File: src/rtl/fjpolo_simple_counter_pkg.sv
// Shared constants for the simple up/down counter.
// Holds ui_in bit positions, default widths and the prescaler mask helper.
package fjpolo_simple_counter_pkg;

    // ui_in control bit positions
    localparam int CNT_EN   = 0;
    localparam int DIR      = 1;
    localparam int LOAD     = 2;
    localparam int SAT      = 3;
    localparam int CLR      = 4;
    localparam int PSEL_LSB = 5;
    localparam int PSEL_MSB = 7;

    // Default count width and prescaler width
    localparam int DEF_WIDTH = 8;
    localparam int PRESC_W   = 7;

    // Terminal prescaler value for selector N: 2^N - 1
    function automatic logic [PRESC_W-1:0] presc_mask(input logic [2:0] sel);
        logic [7:0] w_full;
        w_full = (8'd1 << sel) - 8'd1;
        return w_full[PRESC_W-1:0];
    endfunction

endpackage

File: src/rtl/fjpolo_simple_counter_prescaler.sv
// Programmable prescaler: 7-bit pcnt producing a tick every 2^sel run cycles.
// Ports: clk, rst_n (sync, active-low), run, clear, sel[2:0] -> tick.
module fjpolo_simple_counter_prescaler
    import fjpolo_simple_counter_pkg::*;
(
    input  logic       clk,
    input  logic       rst_n,
    input  logic       run,
    input  logic       clear,
    input  logic [2:0] sel,
    output logic       tick
);

    localparam logic [PRESC_W-1:0] PCNT_MAX = '1;

    logic [PRESC_W-1:0] r_pcnt;
    logic [PRESC_W-1:0] w_mask;
    logic               w_term;

    assign w_mask = presc_mask(sel);

    // A selector change can leave pcnt above the new terminal value;
    // the natural 7-bit rollover then provides the tick.
    assign w_term = (r_pcnt == w_mask) || (r_pcnt == PCNT_MAX);
    assign tick   = run & w_term;

    always_ff @(posedge clk) begin
        if (!rst_n) begin
            r_pcnt <= '0;
        end else if (clear) begin
            r_pcnt <= '0;
        end else if (run) begin
            if (w_term) begin
                r_pcnt <= '0;
            end else begin
                r_pcnt <= r_pcnt + 1'b1;
            end
        end
    end

endmodule

File: src/rtl/fjpolo_simple_counter.sv
// Up/down counter with load, clear, wrap/saturate and prescaled stepping.
// Ports: clk, rst_n, ena, ui_in (control), uio_in (load value) -> uo_out (count);
// uio_out and uio_oe are tied to zero (all bidirectional pins are inputs).
module fjpolo_simple_counter
    import fjpolo_simple_counter_pkg::*;
#(
    parameter int WIDTH = DEF_WIDTH
) (
    input  logic       clk,
    input  logic       rst_n,
    input  logic       ena,
    input  logic [7:0] ui_in,
    input  logic [7:0] uio_in,
    output logic [7:0] uo_out,
    output logic [7:0] uio_out,
    output logic [7:0] uio_oe
);

    logic [WIDTH-1:0] r_cnt;
    logic [WIDTH-1:0] w_next;
    logic [7:0]       w_out;

    logic       w_cnt_en;
    logic       w_dir;
    logic       w_load;
    logic       w_sat;
    logic       w_clr;
    logic [2:0] w_psel;
    logic       w_run;
    logic       w_pclear;
    logic       w_tick;
    logic       w_at_max;
    logic       w_at_min;

    assign w_cnt_en = ui_in[CNT_EN];
    assign w_dir    = ui_in[DIR];
    assign w_load   = ui_in[LOAD];
    assign w_sat    = ui_in[SAT];
    assign w_clr    = ui_in[CLR];
    assign w_psel   = ui_in[PSEL_MSB:PSEL_LSB];

    // Prescaler only advances on a plain count cycle; clr/load restart it.
    assign w_run    = ena & w_cnt_en & ~w_clr & ~w_load;
    assign w_pclear = ena & (w_clr | w_load);

    fjpolo_simple_counter_prescaler u_presc (
        .clk   (clk),
        .rst_n (rst_n),
        .run   (w_run),
        .clear (w_pclear),
        .sel   (w_psel),
        .tick  (w_tick)
    );

    assign w_at_max = (r_cnt == {WIDTH{1'b1}});
    assign w_at_min = (r_cnt == {WIDTH{1'b0}});

    // Step value: wrap naturally, or pin at the rail when saturating.
    always_comb begin
        w_next = r_cnt;
        if (w_dir) begin
            if (!(w_sat && w_at_min)) begin
                w_next = r_cnt - 1'b1;
            end
        end else begin
            if (!(w_sat && w_at_max)) begin
                w_next = r_cnt + 1'b1;
            end
        end
    end

    always_ff @(posedge clk) begin
        if (!rst_n) begin
            r_cnt <= '0;
        end else if (ena) begin
            if (w_clr) begin
                r_cnt <= '0;
            end else if (w_load) begin
                r_cnt <= uio_in[WIDTH-1:0];
            end else if (w_tick) begin
                r_cnt <= w_next;
            end
        end
    end

    // WIDTH is expected to be 1..8; narrower counts are zero-extended.
    always_comb begin
        w_out = '0;
        w_out[WIDTH-1:0] = r_cnt;
    end

    assign uo_out  = w_out;
    assign uio_out = 8'h00;
    assign uio_oe  = 8'h00;

endmodule

File: config.mk
export PLATFORM = sky130hd
export DESIGN_NAME = fjpolo_simple_counter
export DESIGN_NICKNAME = d
export VERILOG_FILES = /design/src/rtl/fjpolo_simple_counter_pkg.sv /design/src/rtl/fjpolo_simple_counter_prescaler.sv /design/src/rtl/fjpolo_simple_counter.sv
export SDC_FILE = /design/constraint.sdc
export NUM_CORES = 1
export LEC_CHECK = 0
export BUFFER_PORTS_ARGS = -buffer_cell sky130_fd_sc_hd__buf_2
export CAP_MARGIN = 0
export CORE_MARGIN = 1
export CORE_UTILIZATION = 34
export CTS_CLUSTER_SIZE = 25
export DETAILED_ROUTE_END_ITERATION = 8
export SLEW_MARGIN = 20
export SYNTH_ARGS = -nofsm -noshare
export SYNTH_HDL_FRONTEND = slang
export SYNTH_HIERARCHICAL = 1
export SYNTH_SLANG_ARGS = --single-unit
File: constraint.sdc
create_clock -name clk -period 2.65 [get_ports clk]
set_input_delay 0.1325 -clock clk [delete_from_list [all_inputs] [get_ports clk]]
set_output_delay 0.1325 -clock clk [all_outputs]
set_load 0.005 [all_outputs]
# After elaboration in Yosys (flattened, before gate mapping)
# Cells that the tools add are included.
[op_classes]
add_sub_neg = 4
n_mul = 0
n_div = 0
n_lt_le_gt_ge = 0
n_eq_ne = 5
shift = 1
mux = 7
bitwise_logic = 9
n_reduce_logical = 7
[ops]
columns = ["cell", "n"]
rows = [
  ["two-way mux 8 bit", 6],
  ["adder 8 x 1 -> 8 bit (second input constant)", 1],
  ["equality test 8 bit (second input constant)", 1],
  ["zero test 8 bit", 1],
  ["!= test 4 bit (second input constant)", 2],
  ["subtractor 8 x 1 -> 8 bit (second input constant)", 1],
  ["adder 7 x 1 -> 7 bit (second input constant)", 1],
  ["equality test 7 bit", 1],
  ["equality test 7 bit (second input constant)", 1],
  ["two-way mux 7 bit", 1],
  ["left shift 1 x 3 -> 7 bit (first input constant)", 1],
  ["subtractor 7 x 1 -> 7 bit (second input constant)", 1],
  ["AND 1 bit", 5],
  ["AND reduction 4 bit", 1],
  ["inverter 1 bit", 3],
  ["nonzero test 3 bit", 1],
  ["logical AND 1 bit", 2],
  ["OR reduction 2 bit", 1],
  ["logical OR 1 bit", 1],
  ["bitwise OR 1 bit", 1],
]
[totals]
regBits = 15
latch_bits = 0
ram_bits = 0
mem_bits_ro = 0
input_bits = 19
output_inout_bits = 24
wordCells = 35
n_memories = 0

# Depth between registers and ports, before layout
[depth]
ltp_word = 8
mapped_depth = 11
depth_no_buf = 9

# Modules after synthesis
# The synthesis kept the hierarchy.
[by_module_without_submodules]
columns = ["module", "n_inst", "cells_per_inst", "area_per_inst_um2", "seq_area_each_um2"]
rows = [
  ["fjpolo_simple_counter", 1, 119, 930.9, 160.2],
  ["fjpolo_simple_counter_prescaler", 1, 64, 539.3, 140.1],
]

# Least setup slack after synthesis
# No wires, ideal clock.
[synth_timing]
kind = "reg-to-reg"
start = "register u_presc.r_pcnt[0]"
end = "register r_cnt[1] (netlist: uo_out[1])"
setup_time_ps = 70
arrival_time_ps = 2330
required_ps = 2580
slack_ps = 250
path_stages_with_launch = 11
n_path_buf = 1
synth_period_minus_slack_ps = 2400
cell_sequence = "dfxtp_1 -> clkbuf_2 -> or3b_1 -> o32a_1 -> o21ai_2 -> o211ai_1 -> a21oi_1 -> o41ai_4 -> o31a_4 -> or3_1 -> a21oi_1"
[synth_via]
elab_chain_len = 5
word_cells_on_any_way = 6
cone_classes = "eq/ne (2); bitwise (1); reduce/logical (3)"
[synth_rtl]
columns = ["item", "line_no", "text"]
rows = [
  ["from (decl)", "fjpolo_simple_counter_prescaler.sv:16", "logic [PRESC_W-1:0] r_pcnt;"],
  ["from (signal assigned)", "fjpolo_simple_counter_prescaler.sv:36", "r_pcnt <= r_pcnt + 1'b1;"],
  ["equality test 7 bit", "fjpolo_simple_counter_prescaler.sv:24", "assign w_term = (r_pcnt == w_mask) || (r_pcnt == PCNT_MAX);"],
  ["logical OR 1 bit (*)", "fjpolo_simple_counter_prescaler.sv:24", ""],
  ["AND 1 bit (*)", "fjpolo_simple_counter_prescaler.sv:25", "assign tick = run & w_term;"],
  ["net w_tick", "fjpolo_simple_counter.sv:31", "logic w_tick;"],
  ["nonzero test 3 bit (no source line) (*)", "n/a", ""],
  ["AND reduction 4 bit (no source line) (*)", "n/a", ""],
  ["to (signal assigned)", "fjpolo_simple_counter.sv:79", "r_cnt <= uio_in[WIDTH-1:0];"],
  ["to (signal assigned)", "fjpolo_simple_counter.sv:81", "r_cnt <= w_next;"],
  ["to (decl)", "fjpolo_simple_counter.sv:19", "logic [WIDTH-1:0] r_cnt;"],
]
# Mark *: on every way through the listed nets, which the timed path passes. The rest lies on a longest branch.
# A chain may end at the register's enable or synchronous reset.

# Final worst setup path
[layout_timing]
start = "register u_presc.r_pcnt[2]"
end = "register r_cnt[1] (netlist: uo_out[1])"
# The elaborated chain is that of the path after synthesis.

==> results_dict.tcl <==
set metrics [dict create \
    relSlewSlack 0.598 \
    rsz0062_at_grt "false" \
    maxCapViolations 0 \
    synth.ff_latch_count 15 \
    irDropWorstVdd_mv 0.198 \
    power_density_nw_per_um2 357 \
    antenna_found_initial 0 \
    dieArea_um2 4590 \
    syn_area_um2 1470 \
    final_nets 236 \
    setup_violations 0 \
    start_util 0.360 \
    fin_ws_ns 0.192 \
    cp_data_required_time_ns 2.83 \
    min_to "uo_out[0]$_SDFFE_PN0P_" \
    routed_wl_um 3360 \
    fillers 429 \
    worst_pin_slew_ns 0.597 \
    synth-async-reset-ratio 0 \
    cts_setup_buffers 0 \
    vias 1400 \
    hp-class "primary input to flip-flop" \
    power.leakage_nw 0.682 \
    status "finished clean" \
    area.growth.synth_to_final_pct 10.5 \
    seqCellArea_um2 300 \
    dieWidth_um 67.8 \
    multiInputGateArea_um2 1030 \
    fin_util 0.397 \
    r2r_start "u_presc/r_pcnt[2]$_SDFFE_PP0P_" \
    dp_slack_ns 0.149 \
    fin_setup_tns_ns 0 \
    synth_edf_count 0 \
    post_drt_wl_per_cell_um 13.0 \
    cts_root_buffer "clkbuf_8" \
    startpoint_type "flip-flop" \
    worst-endpoint-arrival_ns 2.63 \
    ys_types 53 \
    reg2reg_depth 9 \
    std_cell_rows 23 \
    clockBufferDepth 2 \
    drv_slew 0 \
    whs_path_depth 3 \
    cts_max_level 1 \
    path_max_fanout 13 \
    io_pins 43 \
    grt_max_degree 15 \
    timing.rr.end "uo_out[1]$_SDFFE_PN0P_" \
    gp_congestion 0.796 \
    clkLatencyLatePin_ns 0.25 \
    synth_flop_cell "dfxtp_1" \
    final_cells 258 \
    finalCriticalPeriod_ns 2.46 \
    synth_commonest_cells "a21oi_1, buf_4, dfxtp_1" \
    dr.pass1.iters 4 \
    netlist.area_leader.share 0.204 \
    grt_pass1_wl_um 5370 \
    holdWs_ns 0.185 \
    port_buffers 26 \
    final_layout_size_suffix_gt1_frac 0.212 \
    clkTransAtPathRegs_ns 0.06 \
    rrSetupSlack_ns 0.19 \
    antenna_cells 0 \
    via_per_inst 5.43 \
    power.total_mw 0.580 \
    place_area_um2 1580 \
    die_h_um 67.8 \
    clock.fmax_mhz 407 \
    dp_hpwl_um 2620 \
    grt_pass1_vias 1258 \
    dp.cells 254 \
    cts_tree "done" \
    critical_path_class "flip-flop to flip-flop" \
    synth_most_common_cell "a21oi_1" \
    worst_setup_path_end_kind "flip-flop" \
    fin_area_um2 1620 \
    drt_iter0_drc 64 \
    post-synth-top-area-cell "dfxtp_1" \
    ys_top_cells_by_area "dfxtp_1, buf_4, a21oi_1, ha_1, nand2_1" \
    clkSinkCount 15 \
    seq_area_frac_synth 0.204 \
    synth_area_per_cell_um2 8.03 \
    finalCritPeriodShare 0.928 \
    hold_viol_final 0 \
    synthCells 183 \
    ys_warn_count 6 \
    grt_usage 0.154 \
    drc 0 \
    coreArea_um2 4090 \
    min_from "uio_in[0]" \
    ant_nets 0 \
    cts-buffers-inserted 3 \
    finClkSkew_ns 0.00242 \
    grt_overflow 0 \
]
-- cells by family (layout without fill, tap and decap cells) --
group                      after synthesis  after routing  synth area share
buffers and inverters                   32             42             0.134
adders and majority gates                8              8            0.0732
and+or+nand+nor                         60             60             0.228
xor gates and xnor gates                 7              7            0.0417
other                                    1             16           0.00255
muxes                                    4              4            0.0272
DFF                                     15             15             0.204
AOI/OAI and AO/OA                       56             56             0.289
-- sequential cells by signal, indices dropped and copies added (netlist names) --
name,flops
uo_out,8
u_presc/r_pcnt,7
-- metal layers --
| layer | wire length, um | part of all wire | track usage |
|---|---|---|---|
| met1 | 1570 | 0.47 | 0.174 |
| met5 | 0 | 0 | 0 |
| met2 | 1650 | 0.49 | 0.285 |
| met4 | 42 | 0.013 | 0.0559 |
| met3 | 96 | 0.029 | 0.0253 |
-- layout make-up --
type | count | share of cell area
Inverter | 10 | 0.0231
Clock buffer | 4 | 0.0277
Timing Repair Buffer | 28 | 0.0894
Tap cell | 50 | 0.0385
Sequential cell | 15 | 0.185
Multi-Input combinational cell | 151 | 0.636
-- what timing repair did --
| item | 4_1_cts | 5_1_grt |
|---|---|---|
| endpoints found under the hold margin | 0 | 0 |
| hold buffers | 0 | 0 |
| resized for setup | 0 | 1 |
| endpoints found under the setup margin | 0 | 1 |
-- report_power, final --
part | internal [mW] | switching, mW
clock | 0.107 | 0.0810
combinational | 0.0661 | 0.0857
sequential | 0.232 | 0.00852
-- how the worst max path moves through the flow --
stage	startpoint	endpoint	depth (start not counted)
after floorplan	u_presc/r_pcnt[0]$_SDFFE_PP0P_	uo_out[1]$_SDFFE_PN0P_	10
after global placement	u_presc/r_pcnt[2]$_SDFFE_PP0P_	uo_out[1]$_SDFFE_PN0P_	9
after detailed placement	u_presc/r_pcnt[2]$_SDFFE_PP0P_	uo_out[1]$_SDFFE_PN0P_	9
after CTS	u_presc/r_pcnt[2]$_SDFFE_PP0P_	uo_out[1]$_SDFFE_PN0P_	9
after global routing	u_presc/r_pcnt[2]$_SDFFE_PP0P_	uo_out[1]$_SDFFE_PN0P_	9
final	u_presc/r_pcnt[2]$_SDFFE_PP0P_	uo_out[1]$_SDFFE_PN0P_	9
-- placed cells by master (no fill, tap or decap), types with 3 or more instances in the layout --
master / n
nor2b_1: 4
dfxtp_1: 15
nand2_1: 13
nor4_1: 4
a32oi_1: 4
inv_1: 10
xor2_1: 3
nor2_1: 10
nand4_1: 6
ha_1: 7
clkbuf_8: 3
conb_1: 16
a21o_1: 3
xnor2_1: 4
a21oi_1: 18
a31oi_1: 3
or3_1: 4
mux2i_1: 4
nor3_1: 5
o21ai_0: 6
buf_2: 26
-- worst max-delay path: stages, from the launching register on --
cell      delay (ns)
dfxtp_1         0.38
or3b_1          0.39
o32a_1          0.19
o21ai_2         0.10
o211ai_1        0.14
a21oi_2         0.20
o41ai_4         0.12
o31a_4          0.35
or3_1           0.36
a21oi_1         0.15
Note: power is estimated with default switching activity, not from simulation.
